**src/rtl/cpu_types_pkg.sv**
```systemverilog
// rtl/cpu_types_pkg.sv - shared CPU/RAM types and memory arbiter definitions
package cpu_types_pkg;

    typedef logic [31:0] word_t;

    typedef enum logic [1:0] {
        FREE,
        BUSY,
        ACCESS,
        ERROR
    } ramstate_t;

    typedef enum logic [1:0] {
        IDLE,
        ISSUE,
        RETRY
    } arb_state_t;

    typedef struct packed {
        logic isdata;
        logic core;
    } arb_src_t;

    localparam word_t ERR_WORD_DEF  = 32'hBAD1BAD1;
    localparam int    MAX_RETRY_DEF = 3;

endpackage

```
**src/rtl/memory_arbiter_if.sv**
```systemverilog
// rtl/memory_arbiter_if.sv - cache-side request bus and RAM-side port of the memory arbiter
interface memory_arbiter_if #(
    parameter int NCORES = 2
);
    import cpu_types_pkg::*;

    logic [NCORES-1:0]  iREN;
    word_t [NCORES-1:0] iaddr;
    logic [NCORES-1:0]  dREN;
    logic [NCORES-1:0]  dWEN;
    word_t [NCORES-1:0] daddr;
    word_t [NCORES-1:0] dstore;
    logic [NCORES-1:0]  iwait;
    logic [NCORES-1:0]  dwait;
    word_t [NCORES-1:0] iload;
    word_t [NCORES-1:0] dload;
    logic               ramREN;
    logic               ramWEN;
    word_t              ramaddr;
    word_t              ramstore;
    word_t              ramload;
    ramstate_t          ramstate;
    logic               err;

    modport slave (
        input  iREN, iaddr, dREN, dWEN, daddr, dstore, ramload, ramstate,
        output iwait, dwait, iload, dload, ramREN, ramWEN, ramaddr, ramstore, err
    );

    modport master (
        output iREN, iaddr, dREN, dWEN, daddr, dstore, ramload, ramstate,
        input  iwait, dwait, iload, dload, ramREN, ramWEN, ramaddr, ramstore, err
    );

endinterface

```
**src/rtl/memory_arbiter_rr_picker.sv**
```systemverilog
// rtl/memory_arbiter_rr_picker.sv - round-robin picker: first requester at or after ptr
module rr_picker #(
    parameter int NCORES = 2,
    parameter int PW     = (NCORES > 1) ? $clog2(NCORES) : 1
) (
    input  logic [NCORES-1:0] req_i,
    input  logic [PW-1:0]     ptr_i,
    output logic [NCORES-1:0] grant_o,
    output logic              valid_o
);

    logic [PW-1:0] idx;

    always_comb begin
        grant_o = '0;
        valid_o = 1'b0;
        idx     = ptr_i;
        for (int k = 0; k < NCORES; k++) begin
            idx = PW'((int'(ptr_i) + k) % NCORES);
            if (!valid_o && req_i[idx]) begin
                grant_o[idx] = 1'b1;
                valid_o      = 1'b1;
            end
        end
    end

endmodule

```
**src/rtl/memory_arbiter.sv**
```systemverilog
// rtl/memory_arbiter.sv - shares one RAM port between the i/d caches of two cores
module memory_arbiter
    import cpu_types_pkg::*;
#(
    parameter int    NCORES    = 2,
    parameter int    MAX_RETRY = MAX_RETRY_DEF,
    parameter word_t ERR_WORD  = ERR_WORD_DEF
) (
    input logic             CLK,
    input logic             RST,
    memory_arbiter_if.slave bus
);

    localparam int            RW   = $clog2(MAX_RETRY + 1);
    localparam logic [RW-1:0] RMAX = RW'(MAX_RETRY);

    arb_state_t         state_q;
    arb_src_t           src_q;
    word_t              addr_q;
    word_t              store_q;
    logic               rw_q;
    logic               dptr_q;
    logic               iptr_q;
    logic               err_q;
    logic [RW-1:0]      retry_q;
    word_t [NCORES-1:0] iload_q;
    word_t [NCORES-1:0] dload_q;

    logic [NCORES-1:0] dreq;
    logic [NCORES-1:0] dgrant;
    logic [NCORES-1:0] igrant;
    logic              dvalid;
    logic              ivalid;
    logic              pick_core;
    logic              own_req;
    logic              forced;
    logic              complete;
    logic              deliver;
    word_t             ld_val;

    assign dreq = bus.dREN | bus.dWEN;

    rr_picker #(.NCORES(NCORES)) u_dpick (
        .req_i   (dreq),
        .ptr_i   (dptr_q),
        .grant_o (dgrant),
        .valid_o (dvalid)
    );

    rr_picker #(.NCORES(NCORES)) u_ipick (
        .req_i   (bus.iREN),
        .ptr_i   (iptr_q),
        .grant_o (igrant),
        .valid_o (ivalid)
    );

    // Data class wins outright; the grant of the winning class names the core.
    assign pick_core = dvalid ? |(dgrant >> 1) : |(igrant >> 1);

    // A withdrawn requester still lets the RAM access finish but gets no wait-low pulse.
    assign own_req  = src_q.isdata ? dreq[src_q.core] : bus.iREN[src_q.core];
    assign forced   = (state_q == RETRY) && (retry_q >= RMAX);
    assign complete = ((state_q == ISSUE) && (bus.ramstate == ACCESS)) || forced;
    assign deliver  = complete && own_req;
    assign ld_val   = forced ? ERR_WORD : bus.ramload;

    always_comb begin
        bus.iwait = '1;
        bus.dwait = '1;
        bus.iload = iload_q;
        bus.dload = dload_q;
        if (deliver) begin
            if (src_q.isdata) begin
                bus.dwait[src_q.core] = 1'b0;
                if (!rw_q) begin
                    bus.dload[src_q.core] = ld_val;
                end
            end else begin
                bus.iwait[src_q.core] = 1'b0;
                bus.iload[src_q.core] = ld_val;
            end
        end
    end

    assign bus.ramREN   = (state_q == ISSUE) && !rw_q;
    assign bus.ramWEN   = (state_q == ISSUE) && rw_q;
    assign bus.ramaddr  = addr_q;
    assign bus.ramstore = store_q;
    assign bus.err      = err_q;

    always_ff @(posedge CLK or posedge RST) begin
        if (RST) begin
            state_q <= IDLE;
            src_q   <= '0;
            addr_q  <= '0;
            store_q <= '0;
            rw_q    <= 1'b0;
            dptr_q  <= 1'b0;
            iptr_q  <= 1'b0;
            err_q   <= 1'b0;
            retry_q <= '0;
            iload_q <= '0;
            dload_q <= '0;
        end else begin
            if (complete) begin
                state_q <= IDLE;
                retry_q <= '0;
                if (src_q.isdata) begin
                    dptr_q <= ~src_q.core;
                end else begin
                    iptr_q <= ~src_q.core;
                end
                if (forced) begin
                    err_q <= 1'b1;
                end
            end else begin
                case (state_q)
                    IDLE: begin
                        if (dvalid || ivalid) begin
                            src_q   <= arb_src_t'{isdata: dvalid, core: pick_core};
                            state_q <= ISSUE;
                            if (dvalid) begin
                                addr_q  <= bus.daddr[pick_core];
                                store_q <= bus.dstore[pick_core];
                                rw_q    <= bus.dWEN[pick_core];
                            end else begin
                                addr_q  <= bus.iaddr[pick_core];
                                store_q <= '0;
                                rw_q    <= 1'b0;
                            end
                        end
                    end
                    ISSUE: begin
                        if (bus.ramstate == ERROR) begin
                            retry_q <= retry_q + RW'(1);
                            state_q <= RETRY;
                        end
                    end
                    RETRY:   state_q <= ISSUE;
                    default: state_q <= IDLE;
                endcase
            end

            if (deliver && !(src_q.isdata && rw_q)) begin
                if (src_q.isdata) begin
                    dload_q[src_q.core] <= ld_val;
                end else begin
                    iload_q[src_q.core] <= ld_val;
                end
            end
        end
    end

endmodule
```
**src/flat_wrapper.sv**
```systemverilog
// flat-port wrapper written by rule: the top's interface ports become plain ports
module memory_arbiter_flat import cpu_types_pkg::*;
#(
    parameter int    NCORES    = 2,
    parameter int    MAX_RETRY = MAX_RETRY_DEF,
    parameter word_t ERR_WORD  = ERR_WORD_DEF
)
  (CLK, RST, bus_iREN, bus_iaddr, bus_dREN, bus_dWEN, bus_daddr, bus_dstore, bus_ramload, bus_ramstate, bus_iwait, bus_dwait, bus_iload, bus_dload, bus_ramREN, bus_ramWEN, bus_ramaddr, bus_ramstore, bus_err);
  memory_arbiter_if #(.NCORES(NCORES)) bus_i ();
  input logic CLK;
  input logic RST;
  input wire logic [$bits(bus_i.iREN)-1:0] bus_iREN;
  input wire logic [$bits(bus_i.iaddr)-1:0] bus_iaddr;
  input wire logic [$bits(bus_i.dREN)-1:0] bus_dREN;
  input wire logic [$bits(bus_i.dWEN)-1:0] bus_dWEN;
  input wire logic [$bits(bus_i.daddr)-1:0] bus_daddr;
  input wire logic [$bits(bus_i.dstore)-1:0] bus_dstore;
  input wire logic [$bits(bus_i.ramload)-1:0] bus_ramload;
  input wire logic [$bits(bus_i.ramstate)-1:0] bus_ramstate;
  output wire logic [$bits(bus_i.iwait)-1:0] bus_iwait;
  output wire logic [$bits(bus_i.dwait)-1:0] bus_dwait;
  output wire logic [$bits(bus_i.iload)-1:0] bus_iload;
  output wire logic [$bits(bus_i.dload)-1:0] bus_dload;
  output wire logic [$bits(bus_i.ramREN)-1:0] bus_ramREN;
  output wire logic [$bits(bus_i.ramWEN)-1:0] bus_ramWEN;
  output wire logic [$bits(bus_i.ramaddr)-1:0] bus_ramaddr;
  output wire logic [$bits(bus_i.ramstore)-1:0] bus_ramstore;
  output wire logic [$bits(bus_i.err)-1:0] bus_err;
  assign bus_i.iREN = bus_iREN;
  assign bus_i.iaddr = bus_iaddr;
  assign bus_i.dREN = bus_dREN;
  assign bus_i.dWEN = bus_dWEN;
  assign bus_i.daddr = bus_daddr;
  assign bus_i.dstore = bus_dstore;
  assign bus_i.ramload = bus_ramload;
  assign bus_i.ramstate = bus_ramstate;
  assign bus_iwait = bus_i.iwait;
  assign bus_dwait = bus_i.dwait;
  assign bus_iload = bus_i.iload;
  assign bus_dload = bus_i.dload;
  assign bus_ramREN = bus_i.ramREN;
  assign bus_ramWEN = bus_i.ramWEN;
  assign bus_ramaddr = bus_i.ramaddr;
  assign bus_ramstore = bus_i.ramstore;
  assign bus_err = bus_i.err;
  memory_arbiter #(.NCORES(NCORES), .MAX_RETRY(MAX_RETRY), .ERR_WORD(ERR_WORD)) u_core (.CLK(CLK), .RST(RST), .bus(bus_i));
endmodule
```
**config.mk**
```make
export PLATFORM = sky130hd
export DESIGN_NAME = memory_arbiter_flat
export DESIGN_NICKNAME = d
export VERILOG_FILES = /design/src/rtl/cpu_types_pkg.sv /design/src/rtl/memory_arbiter_if.sv /design/src/rtl/memory_arbiter_rr_picker.sv /design/src/rtl/memory_arbiter.sv /design/src/flat_wrapper.sv
export SDC_FILE = /design/constraint.sdc
export NUM_CORES = 1
export LEC_CHECK = 0
export BUFFER_PORTS_ARGS = -buffer_cell sky130_fd_sc_hd__buf_2
export CAP_MARGIN = 40
export CORE_AREA = 2 2 169 171
export DETAILED_ROUTE_END_ITERATION = 10
export DIE_AREA = 0 0 171 173
export PLACE_DENSITY_LB_ADDON = 0.12
export SYNTH_ARGS = -nofsm -noshare
export SYNTH_HDL_FRONTEND = slang
export SYNTH_SLANG_ARGS = --single-unit
```
**constraint.sdc**
```tcl
create_clock -name CLK -period 7 [get_ports CLK]
set_input_delay 0.35 -clock CLK [delete_from_list [all_inputs] [get_ports CLK]]
set_output_delay 0.35 -clock CLK [all_outputs]
set_load 0.05 [all_outputs]
```
==> out/qor.csv <==
metric,value,unit
core-area,27630,µm²
grt_setup_unrepaired,false,
syn_area,9692,µm²
power_density,507.9,nW/µm²
syn_nets,1331,
root_buffer,clkbuf_16,
synthTopCellsByArea,"dfrtp_1 (52%), o21ai_0 (15%), nand2_1 (8.3%), a221oi_1 (2.9%), o2111ai_1 (2.9%)",
cts-htree-levels,1,
route.met2.wl,16190,µm
syn2layout_area_growth,35.18,%
port_buffers,432,
max-cap-violations,0,
drc,0,
grt-ovfl-total,0,
clkPwrFrac,20.8,%
globalplace.congestion,0.8226,
pwr-share-comb,51.8,%
place_hpwl,23610,µm
p_int,3.258,mW
die_w,171,µm
drtPass1Iterations,5,
ys_types,44,
outcome,completed,
top_layer_used,met5,
setup_viol,0,
async_flop_share,100.0,%
setup_tns,0,ns
cp.required,6.65,ns
crit_arrival,3.15,ns
syn_inst,1096,
die-area,29580,µm²
yosysTopAreaCell,dfrtp_1,
nNetsFinal,1712,
worstMarginPinSlew,0.8519,ns
seq_power_share,27.4,%
clock_latency,0.52,ns
final.min_clock_period,3.499,ns
switchingPower,3.396,mW
synth_edf_count,0,
hold_path_class,primary input to flop,
dpl_cell_area,12190,µm²
wirelength_met1,13800,µm
start_kind,flop,
vdd_ir_drop_max,0.2350,mV
met3_length,2485,µm
ys.flop_type,dfrtp_1,
r2r_slack,4.61,ns
cts_tree,built,
ant_nets,0,
pin_count,433,
die_y,173,µm
vias_per_cell,5.094,
swShare,51.04,%
period_share,49.99,%
grt_pass1_wl,51880,µm
ff_latch_area,5055,µm²
synth_top_cell_area_share,52.16,%
ys_ff_latch,202,
wl_per_cell,17.91,µm
nFillCells,2825,
slew_headroom,43.21,%
clock_skew,0.02317,ns
synthTopCellsByCount,"o21ai_0 (286), nand2_1 (215), dfrtp_1 (202), clkbuf_1 (66), nor2_1 (54)",
grt_max_degree,118,
yosysSeqAreaShare,52.16,%
antenna_found_initial,7,
cts_setup_buffers,0,
drt_iter0_drc,578,
yosys_warnings,0,
hold_viol,0,
synth.avg_cell_area,8.843,µm²
cp-end-kind,output port,
drive_above_1_share,34.14,%
wl,33650,µm
fmax,285.8,MHz
gr-usage-all-layers,22.15,%
yosysMostFrequentCell,o21ai_0,
clkTransAtPathRegs,0.06,ns
multi_input_area,4260,µm²
start_util,35.08,%
cts_max_path_buffers,3,
drv_slew,0,
vias,9572,
clock_sinks,202,
crit_type,flop to output port,
final_area,13100,µm²
grt_pass1_vias,9125,
crit_fanout,97,
cts_made_buffers,24,
p_leak,6.439,nW
rows,61,
-- state kept, by name (all words and copies together) (netlist names) --
register             count
u_core.dptr_q            1
u_core.dload_q          64
u_core.src_q             2
u_core.iptr_q            1
u_core.rw_q              1
u_core.bus.ramstore     32
u_core.retry_q           2
u_core.iload_q          64
u_core.bus.ramaddr      32
u_core.state_q           2
u_core.bus.err           1
-- routing by layer --
metal  vias up  global-route usage (%)
met4         6                   8.157
met2       334                   36.51
met1      4443                   28.25
li1       4726                       -
met3        63                   5.173
met5         -                       0
-- logic make-up (layout without fill, tap and decap cells) --
group | after synthesis | count (layout) | synth area share (%)
buf+inv | 101 | 499 | 4.454
simple gates | 321 | 321 | 13.94
other cells | 0 | 7 | 0
flops | 202 | 202 | 52.16
fa+ha+maj | 1 | 1 | 0.1291
compound gates | 470 | 470 | 29.20
mux | 1 | 1 | 0.1162
-- final cells by class --
| class | instances | share of cell area, % |
|---|---|---|
| clock buffers | 34 | 5.329 |
| multi-input cells | 793 | 32.52 |
| repair buffers | 454 | 18.30 |
| well taps | 378 | 3.610 |
| diodes | 7 | 0.1337 |
| clock inverters | 9 | 1.413 |
| flip-flops and latches | 202 | 38.58 |
| inverters | 2 | 0.1146 |
-- power by group through the flow --
stage | clock network (mW) | registers, mW | logic (mW)
2_1_floorplan | 0 | 2.41 | 2.00
3_3_place_gp | 0 | 1.83 | 3.43
3_5_place_dp | 0 | 1.85 | 3.47
4_1_cts | 1.43 | 1.83 | 3.47
5_1_grt | 1.48 | 1.88 | 3.67
6_report | 1.38 | 1.82 | 3.45
-- final timing paths --
kind	from	end	cells after the start
min in group asynchronous	RST	u_core.iload_q[25]	3
max in group asynchronous	RST	u_core.bus.ramaddr[7]	5
setup reg to reg	u_core.retry_q[0]	u_core.iload_q[42]	6
setup / recovery	u_core.retry_q[0]	bus_iload[63]	8
hold reg to reg	u_core.dload_q[8]	u_core.dload_q[8]	2
hold / removal	bus_dstore[20]	u_core.bus.ramstore[20]	3
-- layout by cell type, fill, tap and decap left out, types with 4 or more instances in the layout --
master | Yosys | final
o21ai_1 | 5 | 5
and3_1 | 32 | 32
dfrtp_1 | 202 | 202
a21boi_0 | 32 | 32
o21ai_0 | 286 | 286
nor2_1 | 54 | 52
nand2_1 | 215 | 215
a221oi_1 | 32 | 32
clkbuf_16 | 0 | 24
a21oi_1 | 35 | 35
buf_4 | 3 | 16
clkbuf_1 | 66 | 4
clkbuf_8 | 0 | 6
buf_2 | 27 | 432
diode_2 | 0 | 7
o211ai_1 | 34 | 34
o2111ai_1 | 32 | 32
bufinv_16 | 0 | 5
-- timing repair --
| item | in CTS | in global routing |
|---|---|---|
| hold buffers | 1 | 0 |
| hold endpoints to repair | 17 | 0 |
| gates resized for setup | 0 | 0 |
-- critical path: stages, from the launching register on --
cell and delay (ns):
dfrtp_1 0.40, ha_1 0.23, and3b_1 0.18, buf_4 0.25, o2111ai_4 0.23, buf_4 0.68, nand2_1 0.17, o21ai_0 0.16
buf_2 0.32
-- stage by stage --
step	hold WS, ns	utilization (%)	total power [mW]	setup WS [ns]	std cells
after floorplan	0.4387	-	4.409	1.139	1096
after detailed placement	0.2971	44.12	5.313	3.989	1828
after global routing	0.06264	47.39	7.027	3.233	1876
after global placement	0.4475	43.74	5.262	4.033	1823
final	0.07748	47.42	6.654	3.501	1879
after CTS	0.05498	47.36	6.726	3.442	1872
No activity file was read; power rests on OpenSTA's default activity.
